$ cat src/rtl/cs_y_collector.sv
`default_nettype none
// ============================================================================
//  Module      : cs_y_collector
//  Description : Discards the first WARMUP enabled Y samples while the
//                upstream CS window fills. Later samples go into a show-ahead
//                FIFO with a sticky overflow flag and running min/max tracking.
//  Revision    : 1.0 - initial release
// ============================================================================
module cs_y_collector #(
  parameter int WARMUP = 9,
  parameter int DEPTH  = 16
) (
  input  logic       clk,
  input  logic       reset,
  input  logic [9:0] Y,
  input  logic       en,
  output logic [9:0] dout,
  output logic       dout_vld,
  input  logic       dout_rdy,
  output logic [4:0] count,
  output logic       ovf,
  output logic [9:0] y_max,
  output logic [9:0] y_min
);

  localparam int         c_AW    = (DEPTH > 1) ? $clog2(DEPTH) : 1;
  localparam int         c_WW    = $clog2(WARMUP + 2);
  localparam logic [c_WW-1:0] c_WARM  = c_WW'(WARMUP);
  localparam logic [4:0] c_FULL  = 5'(DEPTH);

  logic [9:0]      r_mem [DEPTH];
  logic [c_AW-1:0] r_wptr;
  logic [c_AW-1:0] r_rptr;
  logic [4:0]      r_count;
  logic [c_WW-1:0] r_wcnt;
  logic            r_ovf;
  logic [9:0]      r_ymax;
  logic [9:0]      r_ymin;

  logic w_cap;
  logic w_full;
  logic w_pop;
  logic w_wr;
  logic w_drop;

  // Capture, pop, write and drop qualifiers for this cycle
  always_comb begin
    w_cap  = en && (r_wcnt == c_WARM);
    w_full = (r_count == c_FULL);
    w_pop  = (r_count != 5'd0) && dout_rdy;
    w_wr   = w_cap && (!w_full || w_pop);
    w_drop = w_cap && w_full && !w_pop;
  end

  // Warm-up counter: counts enabled samples up to WARMUP and then holds
  always_ff @(posedge clk) begin
    if (reset) begin
      r_wcnt <= '0;
    end else if (en && (r_wcnt != c_WARM)) begin
      r_wcnt <= r_wcnt + c_WW'(1);
    end
  end

  // FIFO storage; contents need no reset since count gates visibility
  always_ff @(posedge clk) begin
    if (!reset && w_wr) begin
      r_mem[r_wptr] <= Y;
    end
  end

  // Pointers and occupancy; pointers wrap naturally as DEPTH is a power of two
  always_ff @(posedge clk) begin
    if (reset) begin
      r_wptr  <= '0;
      r_rptr  <= '0;
      r_count <= '0;
    end else begin
      if (w_wr) begin
        r_wptr <= r_wptr + c_AW'(1);
      end
      if (w_pop) begin
        r_rptr <= r_rptr + c_AW'(1);
      end
      if (w_wr && !w_pop) begin
        r_count <= r_count + 5'd1;
      end else if (w_pop && !w_wr) begin
        r_count <= r_count - 5'd1;
      end
    end
  end

  // Sticky overflow flag, set when a captured sample finds no room
  always_ff @(posedge clk) begin
    if (reset) begin
      r_ovf <= 1'b0;
    end else if (w_drop) begin
      r_ovf <= 1'b1;
    end
  end

  // Running unsigned extremes over samples actually written
  always_ff @(posedge clk) begin
    if (reset) begin
      r_ymax <= 10'h000;
      r_ymin <= 10'h3FF;
    end else if (w_wr) begin
      if (Y > r_ymax) begin
        r_ymax <= Y;
      end
      if (Y < r_ymin) begin
        r_ymin <= Y;
      end
    end
  end

  // Show-ahead outputs straight from the registered state
  always_comb begin
    dout     = r_mem[r_rptr];
    dout_vld = (r_count != 5'd0);
    count    = r_count;
    ovf      = r_ovf;
    y_max    = r_ymax;
    y_min    = r_ymin;
  end

endmodule
`default_nettype wire

$ cat config.mk
export PLATFORM = sky130hd
export DESIGN_NAME = cs_y_collector
export DESIGN_NICKNAME = d
export VERILOG_FILES = /design/src/rtl/cs_y_collector.sv
export SDC_FILE = /design/constraint.sdc
export NUM_CORES = 1
export LEC_CHECK = 0
export ABC_CLOCK_PERIOD_IN_PS = 3500
export CAP_MARGIN = 20
export CORE_UTILIZATION = 59
export CTS_CLUSTER_DIAMETER = 30
export CTS_CLUSTER_SIZE = 20
export DETAILED_ROUTE_END_ITERATION = 16
export PLACE_DENSITY = 0.85
export SYNTH_ARGS = -nofsm -noshare
export SYNTH_HDL_FRONTEND = slang
export SYNTH_SLANG_ARGS = --single-unit
$ cat constraint.sdc
create_clock -name clk -period 3.5 [get_ports clk]
set_clock_uncertainty 0.05 [all_clocks]
set_input_delay 0.7 -clock clk [delete_from_list [all_inputs] [get_ports clk]]
set_output_delay 0.7 -clock clk [all_outputs]
set_load 0.05 [all_outputs]
## Yosys cells after proc, flatten, opt, wreduce, memory -nomap -nowiden

Memories as Yosys holds them, arrays and structs flattened. A register that Yosys moved wholly into a read port is not among the register bits.
Cells that the tools add are included.

- Output and inout bits: 37
- Bits in registers: 38
- Bits in writable memories: 160
- Memories: 1

- Eq/ne operators: 3
- Mux-type cells: 6
- Reduce and logical (&&, ||, !) cells: 18
- $lt $le $gt $ge: 2
- Add/sub/neg operators: 5

Memory list:

| memory | words | bits a word | rd ports | clocked after memory_dff | write ports | RTL line | RTL |
|---|---|---|---|---|---|---|---|
| r_mem | 16 | 10 | 1 | 1 | 1 | 31 | `logic [9:0] r_mem [DEPTH];` |

Operator list:

| kind | count |
|---|---|
| adder 4 x 1 -> 4 bit, second input constant | 3 |
| > comparator 10 bit | 1 |
| < comparator 10 bit | 1 |
| two-way mux 5 bit | 2 |
| logical AND 1 bit | 9 |
| two-way mux 4 bit | 2 |
| adder 5 x 1 -> 5 bit, second input constant | 1 |
| == test 5 bit, second input constant | 1 |
| nonzero test 5 bit | 1 |
| subtractor 5 x 1 -> 5 bit, second input constant | 1 |
| == test 4 bit, second input constant | 1 |
| logical NOT 1 bit | 4 |
| inequality test 4 bit, second input constant | 1 |
| AND reduction 2 bit | 2 |
| two-way mux 1 bit | 2 |
| nonzero test 2 bit | 1 |
| logical OR 1 bit | 1 |

## Longest topological paths before layout

- Word-level depth: 8
- Depth in mapped cells: 13
- Mapped depth without buffers: 12

## Worst setup path before layout

Ideal clock, no wire load.

- Path kind: flip-flop to flip-flop
- Start: register r_count[0] (netlist: count[0])
- End: register r_count[4] (netlist: count[4])
- Cell stages (with the launch flop): 12
- Arrival: 2.866 ns
- Setup slack: 0.513 ns
- Period minus slack after synthesis: 2.987 ns
- Buffers on the path: 0
- Path through: dfxtp_1 -> or4_1 -> o21a_1 -> inv_2 -> ha_1 -> inv_1 -> fa_1 -> a21o_1 -> a21oi_1 -> xnor2_1 -> or3_1 -> a21oi_1

- Longest elaborated chain between the ends: 7
- Elaborated cells on any way between the ends: 15
- Classes of those cells: add/sub (2); eq/ne (1); mux (2); reduce/logical (10)

Ends and longest elaborated chain:

| item | RTL line | RTL |
|---|---|---|
| from (decl) | 34 | `logic [4:0] r_count;` |
| from (signal assigned) | 85 | `r_count <= r_count + 5'd1;` |
| from (signal assigned) | 87 | `r_count <= r_count - 5'd1;` |
| branches (longest 7 deep; another with subtractor 5 x 1 -> 5 bit) | - |  |

Parallel ways; which one is timed is not known. The select of a mux whose other input is x is not followed.
A chain may end at the register's enable or synchronous reset.

==> results_dict.tcl <==
set metrics [dict create \
    status "finished, final reports clean" \
    powerDensity_nw_per_um2 668 \
    period_minus_slack_ns 3.28 \
    hold-worst-slack_ns 0.426 \
    leakage_nw 3.79 \
    ioPinCount 51 \
    synth-main-ff-cell "edfxtp_1" \
    route.antenna.remaining_nets 0 \
    ys_seq_area_share_pct 65.8 \
    drt-initial-drc-count 362 \
    synthToLayoutAreaGrowth_pct 23.7 \
    clock-sinks 202 \
    drc 0 \
    vdd_drop_max_mv 0.389 \
    drive_gt1_share_pct 20.5 \
    worstSkewPairLatency_ns 0.50 \
    die-area_um2 15000 \
    cp_slowest_cell "mux4_1" \
    yosysWarnings 0 \
    hp-class "reg2reg" \
    clockBufferDepth 3 \
    die_h_um 123 \
    syn_inst 504 \
    fin_area_um2 10600 \
    setup_viol 0 \
    port_buffers 50 \
    path_cells "buf_12 > mux4_1 > mux4_2 > buf_4" \
    first_pass_iters 5 \
    p_total_mw 7.08 \
    grt_pass1_wl_um 28300 \
    crit_family "multiplexers" \
    coreArea_um2 14000 \
    fillers 769 \
    dieWidth_um 123 \
    synth.avg_cell_area_um2 17.0 \
    netlist_area_um2 8570 \
    rsz0062_at_grt "false" \
    cts_setup_buffers 0 \
    wirelength_um 17900 \
    antenna_found_initial 0 \
    track_usage_pct 26.1 \
    synth_cell_types 43 \
    path_buf_inv 2 \
    period_share_pct 93.6 \
    antenna-diode-count 0 \
    num_vias 4866 \
    critPathArrivalTime_ns 2.53 \
    place_ws_ns 0.0452 \
    initial_core_util_pct 61.1 \
    drv_slew 0 \
    clk_pin_slew_ns 0.05 \
    path_class "reg2out" \
    max_stage_delay_ns 0.65 \
    tritoncts "done" \
    cts_buffers 38 \
    synth_nets 549 \
    final_nets 650 \
    cp_max_fo 40 \
    fin_ws_ns 0.223 \
    fmax_mhz 305 \
    synth-edff-count 160 \
    grt_pass1_vias 5092 \
    ys_async_sr_fraction_pct 0 \
    hpwl_um 10700 \
    placed_area_um2 9390 \
    worst_pin_slew_ns 0.838 \
    drv_cap 0 \
    max_slew_margin_pct 44.1 \
    cts_root_buffer "clkbuf_16" \
    gp_congestion 0.844 \
    routedWlPerCell_um 22.0 \
    critPathLaunchType "flip-flop" \
    cts.hold.buffers_added 0 \
    hold_viol 0 \
    grt.overflow.total 0 \
    vias_per_cell 5.98 \
    num_rows 43 \
    yosys_register_bits 202 \
    critPathRequiredTime_ns 2.75 \
    grt_max_degree 63 \
    setup_tns_ns 0 \
    htree_num_levels 2 \
    worstSetupEndpointType "primary output" \
    cts_resized 0 \
]
==> area by class of cell <==
type	count	area, um^2	share of cell area, %
sequential	202	5650	53.3
clock buffer	44	1000	9.47
multi-input combinational	254	2690	25.3
inverter	26	97.6	0.920
tap	180	225	2.12
clock inverter	25	213	2.01
timing repair buffer	83	731	6.89
==> worst paths after layout <==
check | from | end | slack [ns] | cells past startpoint
max reg2reg | count[0] | count[4] | 0.42 | 11
max | flip-flop | dout[3] | 0.22 | 4
min | ovf | ovf | 0.43 | 2
min reg2reg | ovf | ovf | 0.43 | 2
==> stage by stage <==
step | instances | utilization (%)
2_1_floorplan | 504 | -
3_3_place_gp | 745 | 66.8
3_5_place_dp | 745 | 66.8
4_1_cts | 814 | 75.5
5_1_grt | 814 | 75.5
6_report | 814 | 75.5
==> cells in the mapped netlist, drive strengths merged, types with 6 or more instances <==
| cell | instances | area, um^2 |
|---|---|---|
| a21oi | 12 | 60.1 |
| buf | 11 | 103 |
| clkbuf | 11 | 41.3 |
| dfxtp | 42 | 841 |
| edfxtp | 160 | 4800 |
| ha | 30 | 375 |
| inv | 26 | 97.6 |
| mux2i | 22 | 220 |
| mux4 | 50 | 1240 |
| nand2 | 10 | 37.5 |
| nand2b | 21 | 131 |
| nor2 | 55 | 206 |
| xnor2 | 6 | 52.6 |
| xor2 | 6 | 52.6 |
==> per-layer routing <==
| metal | share of wire [%] | GRT usage (%) |
|---|---|---|
| met5 | 0 | 0 |
| met4 | 1.8 | 9.07 |
| met1 | 41 | 35.4 |
| met3 | 6.8 | 5.25 |
| met2 | 50 | 42.4 |
==> flip-flops by register name, indices dropped and copies added, names as in the netlist, named ones only <==
| register | flops |
|---|---|
| count | 5 |
| ovf | 1 |
| r_mem | 160 |
| r_rptr | 4 |
| r_wcnt | 4 |
| r_wptr | 4 |
| y_max | 10 |
| y_min | 10 |
==> cell usage in the layout (no fill, tap or decap), types with 4 or more instances in the layout <==
cell type        count
a21o_1               5
a21oi_1             12
buf_4               42
clkbuf_1             4
clkbuf_16           39
clkdlybuf4s50_1     39
clkinv_2             5
clkinv_4             5
dfxtp_1             41
edfxtp_1           160
ha_1                30
inv_1               25
inv_6                7
mux2i_1             22
mux4_1              31
mux4_2              19
nand2_1             10
nand2b_1            21
nand4_1              4
nor2_1              55
xnor2_1              6
xor2_1               6
==> where the power goes <==
part           switching [mW]  internal, mW
registers              0.0386          2.62
logic                   0.559         0.451
clock network            1.24          2.17
==> cells by family after synthesis <==
| family | after synthesis | share of synthesized area [%] |
|---|---|---|
| xor+xnor | 12 | 1.23 |
| flops | 202 | 65.8 |
| compound gates | 32 | 2.45 |
| mux | 72 | 17.1 |
| buf+inv | 48 | 2.82 |
| simple gates | 107 | 5.98 |
| fa+ha+maj | 31 | 4.61 |
==> worst register-to-register path, cell delays in order, from the launching register on <==
cell     delay [ns]
dfxtp_1        0.38
or4_1          0.54
o21a_1         0.24
inv_2          0.11
ha_1           0.19
inv_1          0.11
fa_1           0.43
a21o_1         0.20
a21oi_1        0.20
xnor2_1        0.10
or3_1          0.31
a21oi_1        0.15
(Power assumes the default switching activity.)
